===== src/rtl/q3_debounce_sync.sv =====
// Two-or-more flop synchroniser feeding a stability-count debouncer with edge pulses.
// Optional toggle-on-press output enabled by defining DEBOUNCE_TOGGLE_EN.
module q3_debounce_sync #(
    parameter int SYNC_STAGES   = 2,
    parameter int STABLE_CYCLES = 50000,
    parameter int CNT_W         = 16
) (
    input  logic clk,
    input  logic reset,
    input  logic din,
    output logic dout,
    output logic rise,
    output logic fall,
    output logic toggle
);

    typedef enum logic [1:0] {
        IDLE_LO,
        WAIT_HI,
        IDLE_HI,
        WAIT_LO
    } state_t;

    localparam logic [CNT_W-1:0] CNT_LAST = CNT_W'(STABLE_CYCLES - 1);

    if (SYNC_STAGES < 2) begin : g_bad_sync
        $error("q3_debounce_sync: SYNC_STAGES must be >= 2");
    end
    if (STABLE_CYCLES < 2) begin : g_bad_stable
        $error("q3_debounce_sync: STABLE_CYCLES must be >= 2");
    end
    if ((64'd1 << CNT_W) <= 64'(STABLE_CYCLES)) begin : g_bad_cnt
        $error("q3_debounce_sync: CNT_W too narrow for STABLE_CYCLES");
    end

    logic [SYNC_STAGES-1:0] sync;
    logic                   s;
    state_t                 state;
    logic [CNT_W-1:0]       cnt;
    logic                   done;

    // din goes straight into the first flop; nothing combinational ahead of it
    always_ff @(posedge clk or negedge reset) begin
        if (!reset) begin
            sync <= '0;
        end else begin
            sync <= {sync[SYNC_STAGES-2:0], din};
        end
    end

    assign s    = sync[SYNC_STAGES-1];
    assign done = (cnt == CNT_LAST);

    always_ff @(posedge clk or negedge reset) begin
        if (!reset) begin
            state <= IDLE_LO;
            cnt   <= '0;
            dout  <= 1'b0;
            rise  <= 1'b0;
            fall  <= 1'b0;
        end else begin
            rise <= 1'b0;
            fall <= 1'b0;
            unique case (state)
                IDLE_LO: begin
                    if (s) begin
                        state <= WAIT_HI;
                        cnt   <= CNT_W'(1);
                    end else begin
                        cnt <= '0;
                    end
                end
                WAIT_HI: begin
                    if (!s) begin
                        state <= IDLE_LO;
                        cnt   <= '0;
                    end else if (done) begin
                        state <= IDLE_HI;
                        cnt   <= '0;
                        dout  <= 1'b1;
                        rise  <= 1'b1;
                    end else begin
                        cnt <= cnt + 1'b1;
                    end
                end
                IDLE_HI: begin
                    if (!s) begin
                        state <= WAIT_LO;
                        cnt   <= CNT_W'(1);
                    end else begin
                        cnt <= '0;
                    end
                end
                WAIT_LO: begin
                    if (s) begin
                        state <= IDLE_HI;
                        cnt   <= '0;
                    end else if (done) begin
                        state <= IDLE_LO;
                        cnt   <= '0;
                        dout  <= 1'b0;
                        fall  <= 1'b1;
                    end else begin
                        cnt <= cnt + 1'b1;
                    end
                end
                default: begin
                    state <= IDLE_LO;
                    cnt   <= '0;
                    dout  <= 1'b0;
                end
            endcase
        end
    end

`ifdef DEBOUNCE_TOGGLE_EN
    // flips on the same edge that launches the rise pulse
    always_ff @(posedge clk or negedge reset) begin
        if (!reset) begin
            toggle <= 1'b0;
        end else if (state == WAIT_HI && s && done) begin
            toggle <= ~toggle;
        end
    end
`else
    assign toggle = 1'b0;
`endif

endmodule

===== config.mk =====
export PLATFORM = sky130hd
export DESIGN_NAME = q3_debounce_sync
export DESIGN_NICKNAME = d
export VERILOG_FILES = /design/src/rtl/q3_debounce_sync.sv
export SDC_FILE = /design/constraint.sdc
export NUM_CORES = 1
export LEC_CHECK = 0
export CORE_MARGIN = 5
export CORE_UTILIZATION = 40
export CTS_BUF_LIST = sky130_fd_sc_hd__clkbuf_2 sky130_fd_sc_hd__clkbuf_4 sky130_fd_sc_hd__clkbuf_8
export DETAILED_ROUTE_END_ITERATION = 7
export GPL_ROUTABILITY_DRIVEN = 0
export RECOVER_POWER = 25
export SETUP_SLACK_MARGIN = 0.15
export SYNTH_ARGS = -nofsm -noshare
export SYNTH_HDL_FRONTEND = slang
export SYNTH_SLANG_ARGS = --single-unit

===== constraint.sdc =====
create_clock -name clk -period 2.8 [get_ports clk]
set_clock_uncertainty 0.2 [all_clocks]
set_input_delay 0.56 -clock clk [delete_from_list [all_inputs] [get_ports clk]]
set_output_delay 0.56 -clock clk [all_outputs]
set_load 0.02 [all_outputs]

==> results of run 1 <==
where the power goes:
part           switching (mW)  internal [mW]  total, mW
combinational          0.0137        0.00565     0.0194
sequential            0.00365          0.336      0.340
clock                  0.0961         0.0533      0.149
total                   0.113          0.395      0.509
cell usage in the layout (no fill, tap or decap), types with 2 or more instances in the layout:
cell	count
and3_1	2
and4_1	3
clkbuf_4	3
clkdlybuf4s50_1	3
dfrtp_1	23
dlygate4sd3_1	2
inv_1	2
nand2_1	2
nand3_1	5
nand4_1	7
nor2_1	16
xnor2_1	3
xor2_1	12
synth_stat cells, drive strengths merged:
| master | number | area share |
|---|---|---|
| a211o | 1 | 0.0080 |
| a21boi | 1 | 0.0069 |
| a21oi | 1 | 0.0046 |
| and2 | 1 | 0.0057 |
| and3 | 2 | 0.011 |
| and4 | 4 | 0.033 |
| buf | 3 | 0.024 |
| clkbuf | 2 | 0.0069 |
| conb | 1 | 0.0034 |
| dfrtp | 23 | 0.53 |
| ha | 1 | 0.011 |
| inv | 2 | 0.0069 |
| mux2 | 1 | 0.014 |
| nand2 | 2 | 0.0069 |
| nand3 | 5 | 0.023 |
| nand4 | 7 | 0.040 |
| nand4bb | 2 | 0.036 |
| nor2 | 16 | 0.055 |
| nor3 | 1 | 0.0092 |
| nor3b | 1 | 0.0069 |
| nor4 | 1 | 0.0057 |
| o21a | 1 | 0.0069 |
| or3b | 1 | 0.0080 |
| or4 | 1 | 0.010 |
| or4b | 1 | 0.0092 |
| xnor2 | 3 | 0.024 |
| xor2 | 12 | 0.096 |
worst register-to-register path, delay by kind of cell (launching register included):
kind | cells | cell delay [ns]
simple gates | 4 | 1.64
flops | 1 | 0.45
area by class of cell:
type,count,area [sq um]
fillers,262,1508
flip-flops and latches,23,575.6
multi-input cells,67,475.5
repair buffers,6,53.80
well taps,31,38.79
clock buffers,3,22.52
inverters,2,7.507
clock inverters,1,5.005
registers in the layout, summed over array words and instances, names as in the netlist, named ones only:
signal and cells:
sync 2, state 1, fall 1, cnt 16, rise 1, dout 1
per-layer routing:
metal	wire length, um	up-vias
met4	16	0
li1	-	345
met5	0	-
met1	836	338
met3	35	2
met2	870	2
cell families after synthesis:
kind of cell | Yosys count | share of synthesized area
AOI/OAI and AO/OA | 4 | 0.02635
xor gates and xnor gates | 15 | 0.1203
buffers and inverters | 7 | 0.03780
and+or+nand+nor | 45 | 0.2600
adders and majority gates | 1 | 0.01145
other | 1 | 0.003433
DFF | 23 | 0.5269
muxes | 1 | 0.01374
through the flow:
| stage | cells | hold slack [ns] | setup slack, ns | instance area (sq um) | utilization |
|---|---|---|---|---|---|
| floorplan | 97 | 0.06441 | 0.6922 | 1092 | - |
| global placement | 129 | 0.1318 | 0.5200 | 1155 | 0.4299 |
| detailed placement | 129 | 0.1518 | 0.4129 | 1155 | 0.4299 |
| CTS | 133 | 0.1816 | 0.3509 | 1182 | 0.4401 |
| global route | 133 | 0.1883 | 0.2548 | 1179 | 0.4388 |
| finish | 133 | 0.1755 | 0.3874 | 1179 | 0.4388 |
final timing paths:
| path | startpoint | endpoint | slack (ns) |
|---|---|---|---|
| worst max-delay path | cnt[5]$_DFF_PN0_ | cnt[2]$_DFF_PN0_ | 0.39 |
| worst min-delay path | sync[0]$_DFF_PN0_ | sync[1]$_DFF_PN0_ | 0.18 |
| worst max register to register | cnt[5]$_DFF_PN0_ | cnt[2]$_DFF_PN0_ | 0.39 |
| worst min register to register | sync[0]$_DFF_PN0_ | sync[1]$_DFF_PN0_ | 0.18 |
| max in group asynchronous | reset | cnt[9]$_DFF_PN0_ | 0.92 |
| min in group asynchronous | reset | sync[0]$_DFF_PN0_ | 0.79 |
==> impl_metrics.yaml, run 1 <==
layout:
  diodes: 0
  finalNetCount: 107
  syn2layout_area_growth_pct: 7.904
  drive_gt1_frac: 0.08824
drt:
  wl_per_cell_um: 13.22
  dr.pass1.iters: 4
  wl_um: 1758
  ant_nets: 0
  via_count: 687
  drt_iter0_markers: 11
  viasPerCell: 5.165
  drc: 0
sta:
  final.setup.tns_ns: 0
  setup_viol: 0
  fmax_ghz: 0.4145
  tightest_slew_ns: 1.175
  rsz0062_at_grt: "no"
  fin_crit_ns: 2.413
  slew_viol_final: 0
  hold_viol: 0
  slew-limit-headroom: 0.2167
  finalCritPeriodShare: 0.8616
synth:
  syn_nets: 101
  ys_types: 30
  yosysSeqAreaShare: 0.5269
  ys_ff_latch: 23
  ys_warn_count: 0
  synth_area_sq_um: 1092
  syn_inst: 97
  syn_avg_cell_area_sq_um: 11.26
grt:
  antenna_found_initial: 0
  grt_usage: 0.09974
  overflow: 0
  use_met2: 0.1503
  grt.met3_usage: 0.01802
  grt_pass1_wl_um: 3146
  top_usage_layer: "met2"
  grt_max_degree: 24
  grt_pass1_vias: 697
  use_met1: 0.1309
critical_path:
  slowest_delay_ns: 0.58
  critical_path.top_delay_family: "simple AND/OR/NAND/NOR gates"
  endpoint_kind: "flip-flop"
  crit_path_top_delay_cell: "or4b_1"
  rr_worst_depth: 4
  crit_chain: "or4b_1 -> nor4_1 -> or3b_1 -> nor2_1"
  crit_fanout: 15
  criticalPathCategory: "reg2reg"
  crit_path_start_kind: "flip-flop"
  crit_buf_inv: 0
  worst-endpoint-arrival_ns: 2.40
  critPathRequiredTime_ns: 2.78
  cp.depth: 4
power:
  irDropWorstVdd_mv: 0.3027
  power_leakage_nw: 0.5056
  pwr_density_cell_nw_per_um2: 431.5
  total_power_mw: 0.5086
floorplan:
  io_pins: 7
  fp.dieW_um: 62.26
  die_area_sq_um: 3876
  die-height_um: 62.26
  rows: 19
  initial_core_util: 0.4066
  fp.coreArea_sq_um: 2686
clocking:
  cts_setup_buffers: 0
  path_clk_slew_ns: 0.12
  htreeDepth: 1
  clkLatencyLatePin_ns: 0.31
  cts_buffers: 3
  cts_tree: "built"
  root_buffer: "clkbuf_4"
  clockBufferDepth: 2
  ctsResizeCount: 0
  cts_hold_buf: 0
  cts.sinks: 23
run:
  maxCapViolations: 0
min_path:
  whs_path_depth: 0
  hp-class: "reg2reg"
place:
  hpwl_um: 1225
  portBuffers: 5
outcome:
  status: "finished, final reports clean"
Note: power is estimated with default switching activity, not from simulation.
==> inputs of run 2 (changes only) <==
--- a/config.mk
+++ b/config.mk
@@ -9,8 +9,10 @@
 export CORE_UTILIZATION = 40
 export CTS_BUF_LIST = sky130_fd_sc_hd__clkbuf_2 sky130_fd_sc_hd__clkbuf_4 sky130_fd_sc_hd__clkbuf_8
+export CTS_CLUSTER_SIZE = 20
 export DETAILED_ROUTE_END_ITERATION = 7
 export GPL_ROUTABILITY_DRIVEN = 0
 export RECOVER_POWER = 25
 export SETUP_SLACK_MARGIN = 0.15
+export SLEW_MARGIN = 40
 export SYNTH_ARGS = -nofsm -noshare
 export SYNTH_HDL_FRONTEND = slang
==> constraint.sdc (replaced) <==
create_clock -name clk -period 2.8 [get_ports clk]
set_clock_uncertainty 0.2 [all_clocks]
set_input_delay 0.28 -clock clk [delete_from_list [all_inputs] [get_ports clk]]
set_output_delay 0.28 -clock clk [all_outputs]
set_load 0.02 [all_outputs]
==> run 2 against run 1 <==
Setup slack worse by 0.0024 ns. Largest power group unchanged. Clock power hardly changed. Combinational power increased by 5%. Final cell count unchanged. Critical path depth unchanged. Highest routed layer unchanged. Die area unchanged. Largest cell class unchanged.
==> impl_metrics.yaml, run 2 (synthesis results as in run 1) <==
outcome:
  status: "finished, final reports clean"
drt:
  dr.max_layer_used: "met4"
  wl_met2_um: 810
  ant_nets: 0
  via_count: 698
  drt_iter0_markers: 3
  drc: 0
  dr.pass1.iters: 4
  wl_per_cell_um: 13.02
  wl_um: 1731
  viasPerCell: 5.248
  met3WireLength_um: 48
  drt-met1-wl_um: 824
clocking:
  clockBufferDepth: 2
  root_buffer: "clkbuf_4"
  path_clk_slew_ns: 0.12
  cts_buffers: 3
  cts.sinks: 23
  cts_tree: "built"
  htreeDepth: 1
  cts_setup_buffers: 0
  cts_hold_buf: 0
  clkLatencyLatePin_ns: 0.31
  ctsResizeCount: 0
place:
  place_ws_ns: 0.4094
  hpwl_um: 1274
  placed_area_sq_um: 1155
  portBuffers: 5
critical_path:
  crit_path_start_kind: "flip-flop"
  worst-endpoint-arrival_ns: 2.41
  criticalPathCategory: "reg2reg"
  slowest_delay_ns: 0.56
  critPathRequiredTime_ns: 2.79
  crit_fanout: 15
  crit_path_top_delay_cell: "or4b_1"
  crit_chain: "or4b_1 -> nor4_1 -> or3b_1 -> nor2_1"
  endpoint_kind: "flip-flop"
sta:
  hold_viol: 0
  fmax_ghz: 0.4141
  final.setup.tns_ns: 0
  slew_viol_final: 0
  slew-limit-headroom: 0.6614
  tightest_slew_ns: 0.5062
  fin_crit_ns: 2.415
  finalCritPeriodShare: 0.8625
  setup_viol: 0
  rsz0062_at_grt: "no"
  worst_slack_ns: 0.3851
floorplan:
  die_area_sq_um: 3876
  io_pins: 7
  fp.dieW_um: 62.26
  initial_core_util: 0.4066
  fp.coreArea_sq_um: 2686
  die-height_um: 62.26
  rows: 19
layout:
  final_cell_mix: "23 x dfrtp_1, 16 x nor2_1, 12 x xor2_1"
  stdcell_area_sq_um: 1182
  drive_gt1_frac: 0.09804
  top_register: "cnt"
  diodes: 0
  largest_reg_flops: 16
  syn2layout_area_growth_pct: 8.247
  finalNetCount: 107
  final_util: 0.4401
  final_common_cell: "dfrtp_1"
  reg_top3: "cnt (16), sync (2)"
power:
  power_switching_share: 0.2268
  power_leakage_nw: 0.5093
  seqPwrFrac: 0.663
  irDropWorstVdd_mv: 0.3157
  pwr_density_cell_nw_per_um2: 433.1
  power_frac_comb: 0.040
  pwr-share-clk: 0.297
  p_int_mw: 0.3960
  p_switching_mw: 0.1162
run:
  maxCapViolations: 0
grt:
  grt_usage: 0.1011
  antenna_found_initial: 0
  grt_max_degree: 16
  grt_pass1_vias: 727
  grt_pass1_wl_um: 3160
  overflow: 0
min_path:
  hp-class: "in2async"
run 2: cell count changes in the layout (fill, tap and decap cells not counted), sizes merged:
cell and change:
buf +1, clkbuf -1
run 2: per-layer routing:
| metal | vias to the layer above | global-route usage |
|---|---|---|
| met1 | 338 | 0.1211 |
| met5 | - | 0 |
| li1 | 346 | - |
| met2 | 9 | 0.1593 |
| met4 | 0 | 0.07162 |
| met3 | 5 | 0.02162 |
run 2: final cells by class:
class / instances / area, sq um
fill: 259 / 1504
inverter: 2 / 7.507
clock inverter: 1 / 5.005
timing repair buffer: 6 / 57.56
multi-input combinational: 67 / 475.5
tap: 31 / 38.79
sequential: 23 / 575.6
clock buffer: 3 / 22.52
run 2: final timing paths:
kind                                    from                end  slack, ns  cells past startpoint
max                         cnt[5]$_DFF_PN0_   cnt[4]$_DFF_PN0_       0.39                      4
min                                    reset  sync[1]$_DFF_PN0_       0.16                      1
max reg2reg                 cnt[5]$_DFF_PN0_   cnt[4]$_DFF_PN0_       0.39                      4
min reg2reg                sync[0]$_DFF_PN0_  sync[1]$_DFF_PN0_       0.16                      0
max in group asynchronous              reset   cnt[9]$_DFF_PN0_       1.70                      2
min in group clk           sync[0]$_DFF_PN0_  sync[1]$_DFF_PN0_       0.16                      0
run 2: power by group through the flow:
stage / clock [mW] / combinational [mW] / sequential, mW
floorplan: 0 / 0.0130 / 0.345
global placement: 0 / 0.0212 / 0.346
detailed placement: 0 / 0.0217 / 0.346
CTS: 0.162 / 0.0217 / 0.340
global route: 0.178 / 0.0237 / 0.341
finish: 0.152 / 0.0203 / 0.340
run 2: critical path: cells and delay by family, from the launching register on:
family | cells | cell delay [ns]
flops | 1 | 0.44
simple gates | 4 | 1.65
run 2: per-stage QoR:
stage               cells  total power [mW]  hold slack, ns
CTS                   133            0.5239         0.09132
global placement      129            0.3672          0.1320
floorplan              97            0.3584         -0.2156
detailed placement    129            0.3678          0.1381
global route          133            0.5421          0.1774
finish                133            0.5121          0.1563
==> RTL edit: new RTL, config.mk and constraints of run 2 <==
Register the input `din` before use, without a reset. The logic sees it one clock later. Comments in the files are not updated.
--- a/src/rtl/q3_debounce_sync.sv
+++ b/src/rtl/q3_debounce_sync.sv
@@ -24,4 +24,10 @@
     localparam logic [CNT_W-1:0] CNT_LAST = CNT_W'(STABLE_CYCLES - 1);
 
+    logic din_q;
+
+    always_ff @(posedge clk) begin
+        din_q <= din;
+    end
+
     if (SYNC_STAGES < 2) begin : g_bad_sync
         $error("q3_debounce_sync: SYNC_STAGES must be >= 2");
@@ -45,5 +51,5 @@
             sync <= '0;
         end else begin
-            sync <= {sync[SYNC_STAGES-2:0], din};
+            sync <= {sync[SYNC_STAGES-2:0], din_q};
         end
     end
Function: no difference found for any inputs over 10 cycles, from zero or initial values and one cycle with reset low; that may be too few to reach the edited logic, so the function may still have changed.
==> RTL edit against run 2 <==
Hold slack got worse by 0.016 ns. Synthesized area increased by 1.8%. Routed wire length decreased by 3.8%. Final area increased by 2.1%. Final cell count increased by 0.75%. Sequential cell count increased by 1. Power increased by 8.2%. Worst setup slack improved by 0.076 ns.
==> RTL edit: results (changes against run 2) <==
status: "complete, no violations"  # unchanged
netlist-cell-type-count: 31  # was 30
grtUsageMet2_pct: 14.12  # was 15.93%
vias_in_the_first_global_route: 649  # was 727
dp.cells: 130  # was 129
min-delay-path-class: "reg -> reg"  # was in -> async
place.detailed.hpwl_um: 1187  # was 1274 um
async_set_reset_flop_share_out_of_synthesis_pct: 95.83  # was 100.0%
wl_um: 1666  # was 1731 um
tritoncts_num_sinks: 24  # was 23
fill_cells: 273  # was 259
synth_nets: 102  # was 101
vias_per_cell: 5.082  # was 5.248
finalNetCount: 108  # was 107
synth_compound_area_share_pct: 2.587  # was 2.635%
leakagePower_nw: 0.5174  # was 0.5093 nW
ys_top_cells_by_area: "sky130_fd_sc_hd__dfrtp_1 52%, sky130_fd_sc_hd__xor2_1 9.4%, sky130_fd_sc_hd__nor2_1 5.4%, sky130_fd_sc_hd__nand4_1 3.9%, sky130_fd_sc_hd__nand4bb_4 2.5%"  # was sky130_fd_sc_hd__dfrtp_1 53%, sky130_fd_sc_hd__xor2_1 9.6%, sky130_fd_sc_hd__nor2_1 5.5%, sky130_fd_sc_hd__nand4_1 4.0%, sky130_fd_sc_hd__nand4bb_4 2.5%
synth_xor_xnor_area_share_pct: 11.81  # was 12.03%
grt_usage_pct: 9.026  # was 10.11%
synth_adder_area_share_pct: 1.125  # was 1.145%
grt_start_max_net_pins: 24  # was 16
worst_pin_slew_ns: 1.172  # was 0.5062 ns
grt_first_pass_wirelength_um: 2904  # was 3160 um
final_layout_size_suffix_gt1_share_pct: 8.738  # was 9.804%
grt_util_met1_pct: 12.02  # was 12.11%
drt-wirelength-per-cell_um: 12.43  # was 13.02 um
ys_seq_area_share_pct: 53.54  # was 52.69%
-- RTL edit: cell types whose count changed after synthesis, sizes merged --
cell and delta:
dfxtp +1
-- RTL edit: logic make-up after synthesis --
family,Yosys count
DFF,24
muxes,1
xor gates and xnor gates,15
AOI/OAI and AO/OA,4
buffers and inverters,7
adders and majority gates,1
and+or+nand+nor,45
other,1
-- RTL edit: cell type report --
| cell class | instances | area (sq um) | share of cell area (%) |
|---|---|---|---|
| Tap cell | 31 | 38.79 | 3.212 |
| Multi-Input combinational cell | 67 | 475.5 | 39.38 |
| Timing Repair Buffer | 6 | 53.80 | 4.456 |
| Clock buffer | 4 | 36.28 | 3.005 |
| Inverter | 2 | 7.507 | 0.6218 |
| Sequential cell | 24 | 595.6 | 49.33 |
-- RTL edit: routing by layer --
layer	vias up	share of wire, %	wire (um)
li1	348	-	-
met1	321	49	814
met2	8	47	782
met3	4	1.6	26
met4	0	2.5	42
met5	-	0	0
-- RTL edit: final timing paths --
check | end | slack, ns
worst min register to register | sync[0] | 0.14
max in group asynchronous | cnt[8] | 1.20
worst max register to register | cnt[8] | 0.46
worst max-delay path | cnt[8] | 0.46
min in group asynchronous | rise | 0.51
worst min-delay path | sync[0] | 0.14
-- RTL edit: power by group --
group	switching, mW	internal (mW)	leakage [nW]
Sequential	0.00358	0.351	0.321
Combinational	0.0138	0.00573	0.176
Clock	0.100	0.0794	0.0210
-- RTL edit: through the flow --
step,util [%],area [sq um],setup slack (ns),hold slack (ns),total power [mW]
6_report,44.55,1207,0.4612,0.1401,0.5539
5_1_grt,44.55,1207,0.2806,0.1527,0.5826
4_1_cts,44.69,1211,0.4139,0.1141,0.5627
3_5_place_dp,43.35,1175,0.4384,0.1230,0.3833
3_3_place_gp,43.35,1175,0.4942,0.1219,0.3829
2_1_floorplan,-,1112,0.6922,-0.2156,0.3738
-- RTL edit: worst max-delay path: cells and delay by family (launching register included) --
kind / cells / cell delay [ns]
and+or+nand+nor: 4 / 1.57
DFF: 1 / 0.45
